--- src/rtl/seq_cmp_pkg.sv ---
// seq_cmp_pkg -- shared definitions for the sequential nibble comparator.
//   * FSM state encoding (IDLE, CMP, DONE)
//   * NIB_W: width of one compared slice (a nibble)
//   * result encoding res_e and a helper turning a result into {lt, eq, gt}
package seq_cmp_pkg;

  localparam int NIB_W = 4;

  // FSM states
  localparam logic [1:0] IDLE = 2'd0;
  localparam logic [1:0] CMP  = 2'd1;
  localparam logic [1:0] DONE = 2'd2;

  // Result of comparing A against B
  typedef enum logic [1:0] {
    RES_EQ = 2'd0,
    RES_LT = 2'd1,
    RES_GT = 2'd2
  } res_e;

  // Expand a result code into the {lt, eq, gt} output flags
  function automatic logic [2:0] res_flags(input res_e r);
    return {r == RES_LT, r == RES_EQ, r == RES_GT};
  endfunction

endpackage

--- src/rtl/seq_cmp_nib_cmp.sv ---
// nib_cmp -- purely combinational unsigned compare of two nibbles.
// Ports:
//   a_i, b_i : 4-bit operands
//   lt_o     : a_i <  b_i
//   eq_o     : a_i == b_i
//   gt_o     : a_i >  b_i
module nib_cmp
  import seq_cmp_pkg::*;
(
  input  logic [NIB_W-1:0] a_i,
  input  logic [NIB_W-1:0] b_i,
  output logic             lt_o,
  output logic             eq_o,
  output logic             gt_o
);

  assign lt_o = (a_i <  b_i);
  assign eq_o = (a_i == b_i);
  assign gt_o = (a_i >  b_i);

endmodule

--- src/rtl/seq_cmp_nib.sv ---
// seq_cmp_nib -- sequential comparator that walks two W = 4*NIB bit operands
// one nibble per cycle, most significant nibble first, through a single shared
// nib_cmp instance. Supports unsigned and two's-complement ordering.
//
// Parameters:
//   NIB   : operand width in nibbles (1..8)
// Ports:
//   clk   : rising-edge clock
//   rst_n : asynchronous active-low reset
//   start : begin a compare (sampled in IDLE only), latches a, b, sgn
//   a, b  : operands
//   sgn   : 1 = two's-complement compare, 0 = unsigned
//   busy  : high during every CMP cycle
//   done  : one-cycle pulse when lt/eq/gt carry a new result
//   lt, eq, gt : registered compare result, held until the next completion
//
// Build option: define SEQ_CMP_EARLY_EXIT_EN to stop at the first differing
// nibble. Without it, every compare takes exactly NIB cycles and the first
// differing nibble's result is kept in a sticky register until idx reaches 0.
module seq_cmp_nib
  import seq_cmp_pkg::*;
#(
  parameter int NIB = 4
) (
  input  logic               clk,
  input  logic               rst_n,
  input  logic               start,
  input  logic [4*NIB-1:0]   a,
  input  logic [4*NIB-1:0]   b,
  input  logic               sgn,
  output logic               busy,
  output logic               done,
  output logic               lt,
  output logic               eq,
  output logic               gt
);

  localparam int W     = NIB_W * NIB;
  localparam int IDX_W = (NIB > 1) ? $clog2(NIB) : 1;
  localparam logic [IDX_W-1:0] IDX_MSB = IDX_W'(NIB - 1);

  logic [1:0]       state_q, state_d;
  logic [IDX_W-1:0] idx_q,   idx_d;
  logic [W-1:0]     a_q,     a_d;
  logic [W-1:0]     b_q,     b_d;
  logic             sgn_q,   sgn_d;
  logic             busy_q,  busy_d;
  logic             done_q,  done_d;
  logic             lt_q,    lt_d;
  logic             eq_q,    eq_d;
  logic             gt_q,    gt_d;

  // Current nibble pair, with the sign bit flipped on the top nibble of a
  // signed compare so that plain unsigned ordering gives two's-complement order.
  logic [NIB_W-1:0] nib_a, nib_b;
  logic             flip_msb;
  logic             n_lt, n_eq, n_gt;
  res_e             nib_res;
  res_e             final_res;
  logic             decided;

  assign flip_msb = sgn_q && (idx_q == IDX_MSB);
  assign nib_a    = a_q[idx_q*NIB_W +: NIB_W] ^ {flip_msb, 3'b000};
  assign nib_b    = b_q[idx_q*NIB_W +: NIB_W] ^ {flip_msb, 3'b000};

  nib_cmp u_nib_cmp (
    .a_i  (nib_a),
    .b_i  (nib_b),
    .lt_o (n_lt),
    .eq_o (n_eq),
    .gt_o (n_gt)
  );

  assign nib_res = n_lt ? RES_LT : (n_gt ? RES_GT : RES_EQ);

`ifdef SEQ_CMP_EARLY_EXIT_EN
  // Any differing nibble settles the order; only all-equal needs idx=0.
  assign decided   = (idx_q == '0) || !n_eq;
  assign final_res = nib_res;
`else
  // Fixed-latency walk: remember the first non-EQ nibble and report at idx=0.
  res_e sticky_q, sticky_d;

  assign decided   = (idx_q == '0);
  assign final_res = (sticky_q != RES_EQ) ? sticky_q : nib_res;

  always_comb begin
    sticky_d = sticky_q;
    if (state_q == IDLE && start) begin
      sticky_d = RES_EQ;
    end else if (state_q == CMP && sticky_q == RES_EQ) begin
      sticky_d = nib_res;
    end
  end

  always_ff @(posedge clk or negedge rst_n) begin
    if (!rst_n) begin
      sticky_q <= RES_EQ;
    end else begin
      sticky_q <= sticky_d;
    end
  end
`endif

  always_comb begin
    state_d = state_q;
    idx_d   = idx_q;
    a_d     = a_q;
    b_d     = b_q;
    sgn_d   = sgn_q;
    busy_d  = busy_q;
    done_d  = 1'b0;
    lt_d    = lt_q;
    eq_d    = eq_q;
    gt_d    = gt_q;

    case (state_q)
      IDLE: begin
        if (start) begin
          a_d     = a;
          b_d     = b;
          sgn_d   = sgn;
          idx_d   = IDX_MSB;
          busy_d  = 1'b1;
          state_d = CMP;
        end
      end
      CMP: begin
        if (decided) begin
          {lt_d, eq_d, gt_d} = res_flags(final_res);
          busy_d  = 1'b0;
          done_d  = 1'b1;
          state_d = DONE;
        end else begin
          idx_d = idx_q - 1'b1;
        end
      end
      DONE: begin
        state_d = IDLE;
      end
      default: begin
        state_d = IDLE;
        busy_d  = 1'b0;
      end
    endcase
  end

  always_ff @(posedge clk or negedge rst_n) begin
    if (!rst_n) begin
      state_q <= IDLE;
      idx_q   <= '0;
      a_q     <= '0;
      b_q     <= '0;
      sgn_q   <= 1'b0;
      busy_q  <= 1'b0;
      done_q  <= 1'b0;
      lt_q    <= 1'b0;
      eq_q    <= 1'b0;
      gt_q    <= 1'b0;
    end else begin
      state_q <= state_d;
      idx_q   <= idx_d;
      a_q     <= a_d;
      b_q     <= b_d;
      sgn_q   <= sgn_d;
      busy_q  <= busy_d;
      done_q  <= done_d;
      lt_q    <= lt_d;
      eq_q    <= eq_d;
      gt_q    <= gt_d;
    end
  end

  assign busy = busy_q;
  assign done = done_q;
  assign lt   = lt_q;
  assign eq   = eq_q;
  assign gt   = gt_q;

endmodule
--- config.mk ---
export PLATFORM = sky130hd
export DESIGN_NAME = seq_cmp_nib
export DESIGN_NICKNAME = d
export VERILOG_FILES = /design/src/rtl/seq_cmp_pkg.sv /design/src/rtl/seq_cmp_nib_cmp.sv /design/src/rtl/seq_cmp_nib.sv
export SDC_FILE = /design/constraint.sdc
export NUM_CORES = 1
export LEC_CHECK = 0
export ABC_CLOCK_PERIOD_IN_PS = 2350
export CORE_MARGIN = 2
export CORE_UTILIZATION = 46
export CTS_CLUSTER_DIAMETER = 80
export DETAILED_ROUTE_END_ITERATION = 8
export GPL_TIMING_DRIVEN = 0
export PLACE_DENSITY = 0.75
export SLEW_MARGIN = 20
export SYNTH_ARGS = -nofsm -noshare
export SYNTH_HDL_FRONTEND = slang
export SYNTH_SLANG_ARGS = --single-unit
--- constraint.sdc ---
create_clock -name clk -period 2.35 [get_ports clk]
set_input_delay 0.47 -clock clk [delete_from_list [all_inputs] [get_ports clk]]
set_output_delay 0.47 -clock clk [all_outputs]
set_load 0.02 [all_outputs]
# [Word level (Yosys, flattened, before mapping)]
# Cells that the tools add are included.
[totals] ff_bits=44 inputBits=36 out_inout_bits=5 word_cells=58
[classes] addsub=1 order_cmp=2 eq_ne=8 n_shift=2 muxes=16 n_bitwise=3 reduce_logical=15
[op_table] op="indexed part select 16 x 5 -> 4 bit" n=2
[op_table] op="two-way mux 2 bit" n=9
[op_table] op="logical NOT 2 bit" n=4
[op_table] op="one-hot mux 2 bit (2 select lines)" n=2
[op_table] op="XOR 4 bit" n=2
[op_table] op="equality test 2 bit, second input constant" n=3
[op_table] op="!= test 2 bit, second input constant" n=3
[op_table] op="AND reduction 2 bit" n=3
[op_table] op="AND reduction 3 bit" n=2
[op_table] op="nonzero test 2 bit" n=3
[op_table] op="equality test 2 x 1 -> 1 bit, second input constant" n=2
[op_table] op="greater-than comparator 4 bit" n=1
[op_table] op="less-than comparator 4 bit" n=1
[op_table] op="two-way mux 1 bit" n=4
[op_table] op="logical AND 1 bit" n=3
[op_table] op="one-hot mux 1 bit (3 select lines)" n=1
[op_table] op="subtractor 2 x 1 -> 2 bit, second input constant" n=1
[op_table] op="NOT 1 bit" n=1

# [Longest topological paths before layout]
# Gate-level depths: netlist (run 1).
[logic_depth] depth_word=8 ltp_mapped=8 ltp_nobuf=8

# [Hierarchy]
# From an unflattened synthesis (run 1), not the netlist that was laid out.
[unflattened] cells_unflattened=150 hier_area_um2=2119.5
[by_module_without_submodules] module="seq_cmp_nib" instances=1 cells_each=134 area_each_um2=1990.7 seq_area_each_um2=1101.1
[by_module_without_submodules] module="nib_cmp" instances=1 cells_each=16 area_each_um2=128.9 seq_area_each_um2=0.0

# [Worst setup path before layout (run 1)]
# Ideal clock, no wire load.
[synth_path] path_type="register to register" startpoint="reg idx_q[0]" endpoint="reg eq_q, in the netlist eq" setup_ns=0.133 arrival_ns=2.114 required_time_ns=2.217 slack_ns=0.103 stages_incl_launch_ff=8 path_buffers=1 synth_period_minus_slack_ns=2.247 cell_sequence="dfrtp_1 > buf_6 > mux4_2 > xnor2_1 > ha_1 > a211o_1 > a31oi_2 > o21ai_0"
[synth_via] elab_chain_len=8 elab_cells_between_ends=14 cone_classes="2 x order compare; 1 x eq/ne; 2 x shift; 3 x mux; 2 x bitwise; 4 x reduce/logical"
[synth_lines] item="start, declared" line_no="seq_cmp_nib.sv:43" text="logic [IDX_W-1:0] idx_q, idx_d;"
[synth_lines] item="start signal, assigned" line_no="seq_cmp_nib.sv:162" text="idx_q <= idx_d;"
[synth_lines] item="branches (longest 8 deep; another with greater-than comparator 4 bit)"
[synth_lines] item="end signal, assigned" line_no="seq_cmp_nib.sv:169" text="eq_q <= eq_d;"
[synth_lines] item="end, declared" line_no="seq_cmp_nib.sv:50" text="logic eq_q, eq_d;"
# Parallel ways; which one is timed is not known.
# A chain may end at the register's enable or synchronous reset.

# [Worst setup path in the final report (run 1)]
[layout_path] startpoint="reg idx_q[0]" endpoint="reg sticky_q[0]"
[layout_via] elab_chain_len=7 elab_cells_between_ends=10 cone_classes="1 x order compare; 1 x eq/ne; 2 x shift; 3 x mux; 2 x bitwise; 1 x reduce/logical"
[layout_lines] item="branches (longest 3 deep; another with indexed part select 16 x 5 -> 4 bit)"
[layout_lines] item="less-than comparator 4 bit (*)" line_no="seq_cmp_nib_cmp.sv:17" text="assign lt_o = (a_i < b_i);"
[layout_lines] item="two-way mux 2 bit (*)" line_no="seq_cmp_nib.sv:74" text="assign nib_res = n_lt ? RES_LT : (n_gt ? RES_GT : RES_EQ);"
[layout_lines] item="two-way mux 2 bit (*)" line_no="seq_cmp_nib.sv:91" text="end else if (state_q == CMP && sticky_q == RES_EQ) begin"
[layout_lines] item="two-way mux 2 bit (*)" line_no="seq_cmp_nib.sv:89" text="if (state_q == IDLE && start) begin"
[layout_lines] item="end signal, assigned" line_no="seq_cmp_nib.sv:100" text="sticky_q <= sticky_d;"
[layout_lines] item="end, declared" line_no="seq_cmp_nib.sv:82" text="res_e sticky_q, sticky_d;"
# Every way passes the cells marked *. The select of a mux whose other input is x is not followed.

==> metrics.md, run 1 <==
| Metric | Value |
|---|---|
| Status | completed |
| Routed len/inst | 16.91 um |
| Max-Slew Margin vs Limit | 74.77% |
| Number of port buffers | 40 |
| Fin. max-slew vios | 0 |
| Share of layout cells above drive strength 1 | 34.87% |
| Most frequent cells in the layout | dfrtp_1, clkdlybuf4s50_1, mux2_2 |
| Synth Cell Area | 2081 um^2 |
| Routed Antenna Nets | 0 |
| Max VDD drop | 681.4 uV |
| Critical path capture point | sticky_q[0]$_DFFE_PN0P_ |
| CTS clk-pin slew, worst paths | 0.09 ns |
| Clock Path Buffers | 2 |
| 1st-iter DRT viols | 72 |
| Detailed Place HPWL | 3011 um |
| Max-cap viol count | 0 |
| Net Count, Synth | 184 |
| Synth Area per Inst | 14.65 um^2 |
| I/O pin count | 41 |
| Critical path arrival | 2.48 ns |
| Chip Width | 71.26 um |
| Final min period | 2.254 ns |
| Drt total wl | 4177 um |
| Total number of vias | 1343 |
| # H-tree levels | 2 |
| # rows | 24 |
| Setup crit start | idx_q[0]$_DFFE_PN0P_ |
| Setup_tns | 0 ns |
| Worst Tran Pin Value | 0.3785 ns |
| Vias in the first global route | 1446 |
| Clock Skew | 0.008474 ns |
| GPL Wtd Cong | 0.8479 |
| Yosys warns | 0 |
| Clock sinks | 44 |
| Worst Hold Class | in2async |
| Cts bufs inserted | 5 |
| ANT cells | 0 |
| Pin count of the biggest net entering global routing | 30 |
| Total Power | 4283 uW |
| Synth unique cells | 30 |
| Layout Utilization | 64.25% |
| Die Y | 71.26 um |
| Final setup vio count | 0 |
| Global-route wire length before repair | 6934 um |
| Worst r2r dst | sticky_q[0]$_DFFE_PN0P_ |
| Synth-to-layout area growth | 34.46% |
| Fmax achieved | 443.7 MHz |
| Die ar. | 5077 um^2 |
| CTS tree | yes |
| Post-route DRC violation count | 0 |
| Sequential-to-total area share from yosys stat | 52.92% |
| R2r worst-path depth | 7 |
| Vias per cell | 5.437 |
| Clk_lat worst skew | 0.30 ns |
| CP Launch Type | flip-flop |
| Initial antenna violation count | 0 |
| Commonest non-fill, non-tap cell in the layout | dfrtp_1 |
| Reg2reg start | idx_q[0]$_DFFE_PN0P_ |
| CTS root buf | clkbuf_8 |
| GRT overflow | 0 |
| Max Fanout on Critical Path | 5 |
| Drt first pass iters | 5 |
| Nets | 236 |
| Core Box Area | 4354 um^2 |
| Starting Density | 47.79% |
| Crit. End Element | flip-flop |
| Hold Fails Final Rpt | 0 |
| Gate Count Post-Synth | 142 |
| Total GRT Usage | 18.11% |
| Hold_buf cts | 0 |
| Setup CP Type | reg2reg |
| Worst endpoint required time | 2.57 ns |
| Cell Pwr Density | 1531 nW/um^2 |
| Yosys reg bits | 44 |
| Period utilization | 95.90% |
| R2R Setup Slk | 0.1 ns |
| LEAKAGE | 0.001218 uW |
[critical path: stages (launching register included)]
cell and delay, ns:
dfrtp_1 0.42, buf_6 0.13, buf_4 0.13, mux4_1 0.62
ha_4 0.19, a211o_1 0.31, a31oi_4 0.22, o2bb2ai_1 0.15
[cell families after synthesis]
kind of cell | Yosys count | share of synthesized area [%]
simple gates | 16 | 4.269
flops | 44 | 52.92
compound gates | 16 | 5.472
buf+inv | 16 | 4.570
fa+ha+maj | 6 | 3.608
mux | 42 | 28.32
xor+xnor | 2 | 0.8420
[sequential cells by signal (all words and copies together) (netlist names)]
| signal | count |
|---|---|
| a_q | 16 |
| state_q | 2 |
| b_q | 16 |
| busy | 1 |
| lt | 1 |
| gt | 1 |
| done | 1 |
| eq | 1 |
| sticky_q | 2 |
| idx_q | 2 |
| sgn_q | 1 |
[worst min path at each step]
stage	start	endpoint	slack, ns	cells past startpoint
floorplan	rst_n	a_q[0]$_DFFE_PN0P_	0.17	0
global placement	sticky_q[0]$_DFFE_PN0P_	gt$_DFFE_PN0P_	0.44	1
detailed placement	rst_n	eq$_DFFE_PN0P_	0.41	1
CTS	rst_n	b_q[12]$_DFFE_PN0P_	0.09	1
global route	rst_n	b_q[7]$_DFFE_PN0P_	0.09	1
finish	rst_n	state_q[0]$_DFFE_PN0P_	0.08	1
[per-stage QoR]
step	hold slack, ns	setup slack, ns	instances	area, um^2
5_1_grt	0.09322	-0.009092	247	2798
3_3_place_gp	0.4428	-0.2250	234	2546
3_5_place_dp	0.4121	-0.09478	235	2561
4_1_cts	0.08578	0.01546	246	2751
6_report	0.07593	0.09638	247	2798
2_1_floorplan	0.1744	0.1028	142	2081
[what timing repair did]
| item | 4_1_cts | 5_1_grt |
|---|---|---|
| gates resized for setup | 1 | 10 |
| setup buffers | 3 | 1 |
| setup endpoints to repair | 5 | 5 |
| pin swaps | 0 | 6 |
[per-layer routing]
layer / GRT usage [%] / wire (um)
met2: 30.35 / 2081
met3: 5.345 / 217
met1: 22.37 / 1813
met4: 6.499 / 63
met5: 0 / 0
[Yosys cell counts]
master     number  area share, %
buf_2           1           0.24
dfrtp_1        44             53
xor2_1          1           0.42
buf_4           1           0.36
nand4_1         1           0.30
buf_6           4            2.2
mux4_2          1            1.1
a211o_1         1           0.42
nor3_1          1           0.24
ha_1            6            3.6
nand3_1         1           0.24
a31oi_2         1           0.60
a21o_1          2           0.72
nand2_2         1           0.30
xnor2_1         1           0.42
nor2_1          6            1.1
and2b_1         1           0.36
mux2_2         34             18
o2bb2ai_1       1           0.42
a21oi_1         5            1.2
o41ai_1         1           0.42
o21ai_0         2           0.48
mux4_1          7            8.8
inv_1          10            1.8
nor2_4          1           0.54
a22o_1          1           0.42
nand2_1         3           0.54
a211oi_1        1           0.36
nand2b_4        1           0.66
o22a_1          1           0.42
[report_power, final]
group	total [uW]	internal [uW]	switching, uW
combinational	2180	1230	948
sequential	1310	1120	192
clock	795	532	263
[final cells by class]
type	count	area, um^2
Clock buffer	5	68.82
Sequential cell	44	1101
Inverter	10	37.54
Multi-Input combinational cell	82	932.1
Fill cell	295	1556
Timing Repair Buffer	45	445.4
Buffer	6	57.56
Tap cell	52	65.06
Clock inverter	3	90.09
(Power assumes the default switching activity.)
==> run 2: changes to the inputs <==
--- a/config.mk
+++ b/config.mk
@@ -6,6 +6,7 @@
 export NUM_CORES = 1
 export LEC_CHECK = 0
 export ABC_CLOCK_PERIOD_IN_PS = 2350
+export CORE_ASPECT_RATIO = 1.4
 export CORE_MARGIN = 2
 export CORE_UTILIZATION = 46
 export CTS_CLUSTER_DIAMETER = 80
==> metrics.md, run 2 (synthesis results as in run 1) <==
| Metric | Value |
|---|---|
| Crit-path cells | buf_6, buf_4, mux4_1, ha_1, a21o_1, a31oi_4, o41ai_1 |
| CTS clk-pin slew, worst paths | 0.08 ns (about the same) |
| GPL Wtd Cong | 0.7930 (-6.5%) |
| Chip Width | 60.84 um (-15%) |
| Drt first pass iters | 4 (-1) |
| Unrepaired setup endpoints after global routing | true |
| Hold Fails Final Rpt | 0 (unchanged) |
| Clock sinks | 44 (unchanged) |
| Net Sw Power | 1334 uW (-5.0%) |
| Clock Skew | 0.003190 ns (-0.005284 ns) |
| Nets | 236 (unchanged) |
| Worst Hold Class | in2async |
| 1st-iter DRT viols | 26 (-64%) |
| Max Fanout on Critical Path | 8 (+3) |
| Status | completed |
| Max-Slew Margin vs Limit | 78.63% (+3.9 points) |
| Total number of vias | 1332 (-0.82%) |
| Fin. max-slew vios | 0 (unchanged) |
| Reg2reg start | idx_q[0]$_DFFE_PN0P_ |
| CTS root buf | clkbuf_8 |
| LEAKAGE | 0.001194 uW (-2.0%) |
| Number of port buffers | 40 (unchanged) |
| Final setup vio count | 0 (unchanged) |
| Layout Utilization | 63.32% (-0.93 points) |
| Core Box Area | 4274 um^2 (-1.8%) |
| Buffers and inverters on the worst path | 2 (unchanged) |
| Pin count of the biggest net entering global routing | 33 (+10%) |
| Setup crit start | idx_q[0]$_DFFE_PN0P_ |
| Post-route DRC violation count | 0 (unchanged) |
| Slowest CP cell | mux4_1 |
| Worst Tran Pin Value | 0.3205 ns (-0.05799 ns) |
| Routed Antenna Nets | 0 (unchanged) |
| Sequential share of power | 34.3% (+3.7 points) |
| Top flop regs | a_q: 16 flops, b_q: 16 flops |
| Initial antenna violation count | 0 (unchanged) |
| Clock Path Buffers | 2 (unchanged) |
| Share of layout cells above drive strength 1 | 31.28% (-3.6 points) |
| Vias in the first global route | 1453 (+0.48%) |
| Total GRT Usage | 17.84% (-0.26 points) |
| Cell-internal power | 2461 uW (-15%) |
| Detailed Place HPWL | 2962 um (-1.6%) |
| Final min period | 2.294 ns (+0.03998 ns) |
| Routed len/inst | 15.70 um (-7.2%) |
| Drt total wl | 4003 um (-4.2%) |
| # rows | 28 (+17%) |
| Setup CP Type | reg2reg |
| Synth-to-layout area growth | 30.07% |
| Critical path capture point | gt$_DFFE_PN0P_ |
| Worst endpoint required time | 2.55 ns (-0.02 ns) |
| Max-cap viol count | 0 (unchanged) |
| Global-route wire length before repair | 6720 um (-3.1%) |
| Crit. End Element | flip-flop |
| CTS tree | yes |
| CP Launch Type | flip-flop |
| Worst setup margin | 0.05640 ns (-0.03998 ns) |
| Most frequent cells in the layout | dfrtp_1, clkdlybuf4s50_1, mux2_2 |
| Critical path arrival | 2.49 ns (about the same) |
| R2R Setup Slk | 0.06 ns (-0.04 ns) |
| Commonest non-fill, non-tap cell in the layout | dfrtp_1 |
| WP depth | 7 (unchanged) |
| Max VDD drop | 683.3 uV (+0.28%) |
| Die Y | 83.58 um (+17%) |
| ANT cells | 0 (unchanged) |
| Switch share | 35.15% (+2.4 points) |
| I/O pin count | 41 (unchanged) |
| GRT overflow | 0 (unchanged) |
| Cell Pwr Density | 1402 nW/um^2 (-8.4%) |
| Place WS | -0.1088 ns (-0.01401 ns) |
| Fill count | 382 (+29%) |
| Peak per-stage delay on the critical path | 0.60 ns (-0.02 ns) |
| # H-tree levels | 2 (unchanged) |
| Clock network fraction of design power | 13.0% (-5.6 points) |
| Period utilization | 97.60% (+1.7 points) |
| Worst r2r dst | gt$_DFFE_PN0P_ |
| Starting Density | 48.68% (+0.90 points) |
| Clk_lat worst skew | 0.30 ns (about the same) |
| R2r worst-path depth | 7 (unchanged) |
| Vias per cell | 5.224 (-3.9%) |
| Cts bufs inserted | 5 (unchanged) |
| Fmax achieved | 436.0 MHz (-1.7%) |
| Gate power share | 52.7% (+1.9 points) |
| CP delay by family, top | compound AO/OA/AOI/OAI gates |
| Die ar. | 5085 um^2 (+0.15%) |
[run 2: cell count changes in the layout (fill, tap and decap cells not counted), sizes merged]
cell,previous run,this run
clkinv,0,2
clkbuf,5,6
bufinv,3,0
[run 2: stage by stage]
step | area (um^2) | total power (uW) | hold slack (ns) | setup TNS [ns] | instances
2_1_floorplan | 2081 | 2621 | 0.1744 | 0 | 142
3_3_place_gp | 2556 | 2965 | 0.4399 | -9.316 | 242
3_5_place_dp | 2571 | 3077 | 0.3828 | -0.4424 | 243
4_1_cts | 2710 | 3780 | 0.05477 | 0 | 255
5_1_grt | 2706 | 4052 | 0.06208 | -0.001543 | 255
6_report | 2706 | 3795 | 0.05084 | 0 | 255
[run 2: worst reg2reg max path, cell delays in order (launching register included)]
cell	delay [ns]
dfrtp_1	0.38
buf_6	0.11
buf_4	0.17
mux4_1	0.61
ha_1	0.33
a21o_1	0.16
a31oi_4	0.13
o41ai_1	0.31
[run 2: worst min-delay path by stage]
stage | start | end | cells after the start
detailed placement | rst_n | a_q[2]$_DFFE_PN0P_ | 1
CTS | rst_n | a_q[2]$_DFFE_PN0P_ | 1
global placement | sticky_q[0]$_DFFE_PN0P_ | gt$_DFFE_PN0P_ | 1
floorplan | rst_n | a_q[0]$_DFFE_PN0P_ | 0
global route | rst_n | a_q[14]$_DFFE_PN0P_ | 1
finish | rst_n | a_q[14]$_DFFE_PN0P_ | 1
[run 2: what timing repair did]
| action | 4_1_cts | 5_1_grt |
|---|---|---|
| hold buffers | 0 | 0 |
| setup buffers | 4 | 0 |
| cloned | 0 | 0 |
| gates resized for setup | 2 | 2 |
| pin swaps | 1 | 3 |
| endpoints found under the setup margin | 5 | 5 |
| hold endpoints to repair | 0 | 0 |
[run 2: layout make-up]
class	count	area, um^2	share of cell area [%]
Sequential cell	44	1101	40.68
Multi-Input combinational cell	82	897.1	33.15
Tap cell	60	75.07	2.774
Clock buffer	6	82.58	3.051
Inverter	10	37.54	1.387
Clock inverter	2	10.01	0.3699
Buffer	6	57.56	2.127
Timing Repair Buffer	45	445.4	16.46
[run 2: per-layer routing]
metal	global-route usage [%]	share of wire [%]	up-vias
li1	-	-	623
met1	21.44	40	667
met2	30.69	55	35
met3	4.186	3.6	7
met4	5.336	1.4	0
met5	0	0	-
[run 2: power by group through the flow]
stage,clock network (uW),registers (uW),logic (uW)
after floorplan,0,1280,1340
after global placement,0,1290,1670
after detailed placement,0,1330,1750
after CTS,498,1300,1980
after global routing,532,1350,2170
final,494,1300,2000
==> run 3: changes to the inputs <==
--- a/config.mk
+++ b/config.mk
@@ -5,14 +5,14 @@
 export SDC_FILE = /design/constraint.sdc
 export NUM_CORES = 1
 export LEC_CHECK = 0
-export ABC_CLOCK_PERIOD_IN_PS = 2350
+export ABC_CLOCK_PERIOD_IN_PS = 2510
 export CORE_ASPECT_RATIO = 1.4
 export CORE_MARGIN = 2
-export CORE_UTILIZATION = 46
+export CORE_UTILIZATION = 45
 export CTS_CLUSTER_DIAMETER = 80
 export DETAILED_ROUTE_END_ITERATION = 8
 export GPL_TIMING_DRIVEN = 0
-export PLACE_DENSITY = 0.75
+export PLACE_DENSITY = 0.71
 export SLEW_MARGIN = 20
 export SYNTH_ARGS = -nofsm -noshare
 export SYNTH_HDL_FRONTEND = slang
==> constraint.sdc (replaced) <==
create_clock -name clk -period 2.51 [get_ports clk]
set_input_delay 0.502 -clock clk [delete_from_list [all_inputs] [get_ports clk]]
set_output_delay 0.502 -clock clk [all_outputs]
set_load 0.02 [all_outputs]
==> metrics.md, run 3 (synthesis results as in run 1) <==
| Metric | Value |
|---|---|
| Status | completed |
| Share of layout cells above drive strength 1 | 31.09% (-0.19 points) |
| Slowest CP cell | mux4_1 |
| Synth-to-layout area growth | 31.69% |
| Drt total wl | 3837 um (-4.1%) |
| Max-cap viol count | 0 (unchanged) |
| Fmax achieved | 418.4 MHz (-4.0%) |
| Hold_buf cts | 0 (unchanged) |
| CP delay by family, top | compound AO/OA/AOI/OAI gates |
| Place WS | 0.006507 ns (+0.1153 ns) |
| Period utilization | 95.22% (-2.4 points) |
| # H-tree levels | 2 (unchanged) |
| ANT cells | 0 (unchanged) |
| Die Y | 84.46 um (+1.1%) |
| Total Power | 3544 uW (-6.6%) |
| Pin count of the biggest net entering global routing | 26 (-21%) |
| Non-Filler Instances | 255 (unchanged) |
| I/O pin count | 41 (unchanged) |
| Routed Antenna Nets | 0 (unchanged) |
| Crit-path cells | buf_4, mux4_1, xor2_2, ha_4, a211o_1, a31oi_4, o21ai_0 |
| R2R Setup Slk | 0.12 ns (+0.06 ns) |
| Global-route wire length before repair | 6506 um (-3.2%) |
| CTS tree | yes |
| Commonest non-fill, non-tap cell in the layout | dfrtp_1 |
| Max VDD drop | 622.8 uV (-8.8%) |
| Hold Fails Final Rpt | 0 (unchanged) |
| Detailed Place HPWL | 2971 um (+0.29%) |
| Most frequent cells in the layout | dfrtp_1, clkdlybuf4s50_1, mux2_2 |
| Critical path arrival | 2.56 ns (+0.07 ns) |
| Worst Hold Class | in2async |
| Max-Slew Margin vs Limit | 66.52% (-12 points) |
| Drt first pass iters | 4 (unchanged) |
| GRT overflow | 0 (unchanged) |
| Clock Path Buffers | 2 (unchanged) |
| Starting Density | 46.25% (-2.4 points) |
| Total number of vias | 1309 (-1.7%) |
| Vias per cell | 5.133 (-1.7%) |
| Routed len/inst | 15.05 um (-4.1%) |
| Unrepaired setup endpoints after global routing | false |
| Worst setup margin | 0.1199 ns (+0.06349 ns) |
| Nets | 235 (-0.42%) |
| Post-route DRC violation count | 0 (unchanged) |
| Initial antenna violation count | 0 (unchanged) |
| Clk_lat worst skew | 0.29 ns (about the same) |
| Uppermost routed layer | met4 |
| Core Box Area | 4499 um^2 (+5.3%) |
| Cts bufs inserted | 5 (unchanged) |
| Crit. End Element | flip-flop |
| CP Launch Type | flip-flop |
| Setup_tns | 0 ns (unchanged) |
| # rows | 29 (+3.6%) |
| Fin. max-slew vios | 0 (unchanged) |
| GPL Wtd Cong | 0.8492 (+7.1%) |
| Total GRT Usage | 17.25% (-0.59 points) |
| Max Fanout on Critical Path | 5 (-3) |
| Clock sinks | 44 (unchanged) |
| Met2 wire len | 2107 um (-3.6%) |
| Chip Width | 61.47 um (+1.0%) |
| Met3 routed WL | 120 um (-16%) |
| Number of port buffers | 40 (unchanged) |
| Worst endpoint required time | 2.68 ns (+0.13 ns) |
| 1st-iter DRT viols | 54 (+110%) |
| LEAKAGE | 0.001200 uW (+0.49%) |
| Final setup vio count | 0 (unchanged) |
| Cell Pwr Density | 1294 nW/um^2 (-7.8%) |
| Setup CP Type | reg2reg |
| Top flop regs | a_q: 16 flops, b_q: 16 flops |
| Worst Tran Pin Value | 0.5023 ns (+0.1818 ns) |
| Placed insts | 245 (+0.82%) |
| Met1 wire length | 1503 um (-7.1%) |
| CTS clk-pin slew, worst paths | 0.07 ns (about the same) |
| CTS root buf | clkbuf_8 |
| Vias in the first global route | 1381 (-5.0%) |
| Final min period | 2.390 ns (+0.09651 ns) |
| Clock Skew | 0.005041 ns (+0.001851 ns) |
| Buffers and inverters on the worst path | 1 (-1) |
| Peak per-stage delay on the critical path | 0.60 ns (about the same) |
| Die ar. | 5191 um^2 (+2.1%) |
## run 3: report_power, final
part / internal [uW] / switching, uW
Clock: 245 / 214
Combinational: 1050 / 823
Sequential: 1050 / 160
## run 3: final timing paths
check	start	to	cells past startpoint
hold / removal	rst_n	done$_DFF_PN0_	1
min in group clk	sticky_q[0]$_DFFE_PN0P_	gt$_DFFE_PN0P_	1
setup / recovery	idx_q[0]$_DFFE_PN0P_	eq$_DFFE_PN0P_	7
hold reg to reg	sticky_q[0]$_DFFE_PN0P_	gt$_DFFE_PN0P_	1
max in group asynchronous	rst_n	b_q[9]$_DFFE_PN0P_	2
setup reg to reg	idx_q[0]$_DFFE_PN0P_	eq$_DFFE_PN0P_	7
## run 3: area by class of cell
type                            instances  area, um^2
Buffer                                  6       61.31
Clock buffer                            7       96.34
Fill cell                             398        1759
Inverter                               10       37.54
Multi-Input combinational cell         82       920.9
Sequential cell                        44        1101
Tap cell                               62       77.57
Timing Repair Buffer                   44       445.4
## run 3: through the flow
stage	area [um^2]	util [%]	hold slack (ns)
after floorplan	2081	-	0.2064
after global placement	2559	56.87	0.4395
after detailed placement	2581	57.37	0.4723
after CTS	2686	59.71	0.1787
after global routing	2740	60.90	0.2006
final	2740	60.90	0.1735
## run 3: worst register-to-register path: cells and delay by family, from the launching register on
family          cells  cell delay [ns]
fa+ha+maj           1             0.24
buf+inv             1             0.14
compound gates      3             0.65
mux                 1             0.60
flops               1             0.43
xor+xnor            1             0.21
## run 3: repair_timing
| action | in CTS | in global routing |
|---|---|---|
| resized for setup | 1 | 4 |
| setup endpoints to repair | 1 | 5 |
| setup buffers | 0 | 3 |
## run 3: metal layers
metal	GRT usage, %	up-vias
li1	-	616
met1	20.25	657
met2	29.88	27
met3	3.698	9
met4	6.383	0
met5	0	-
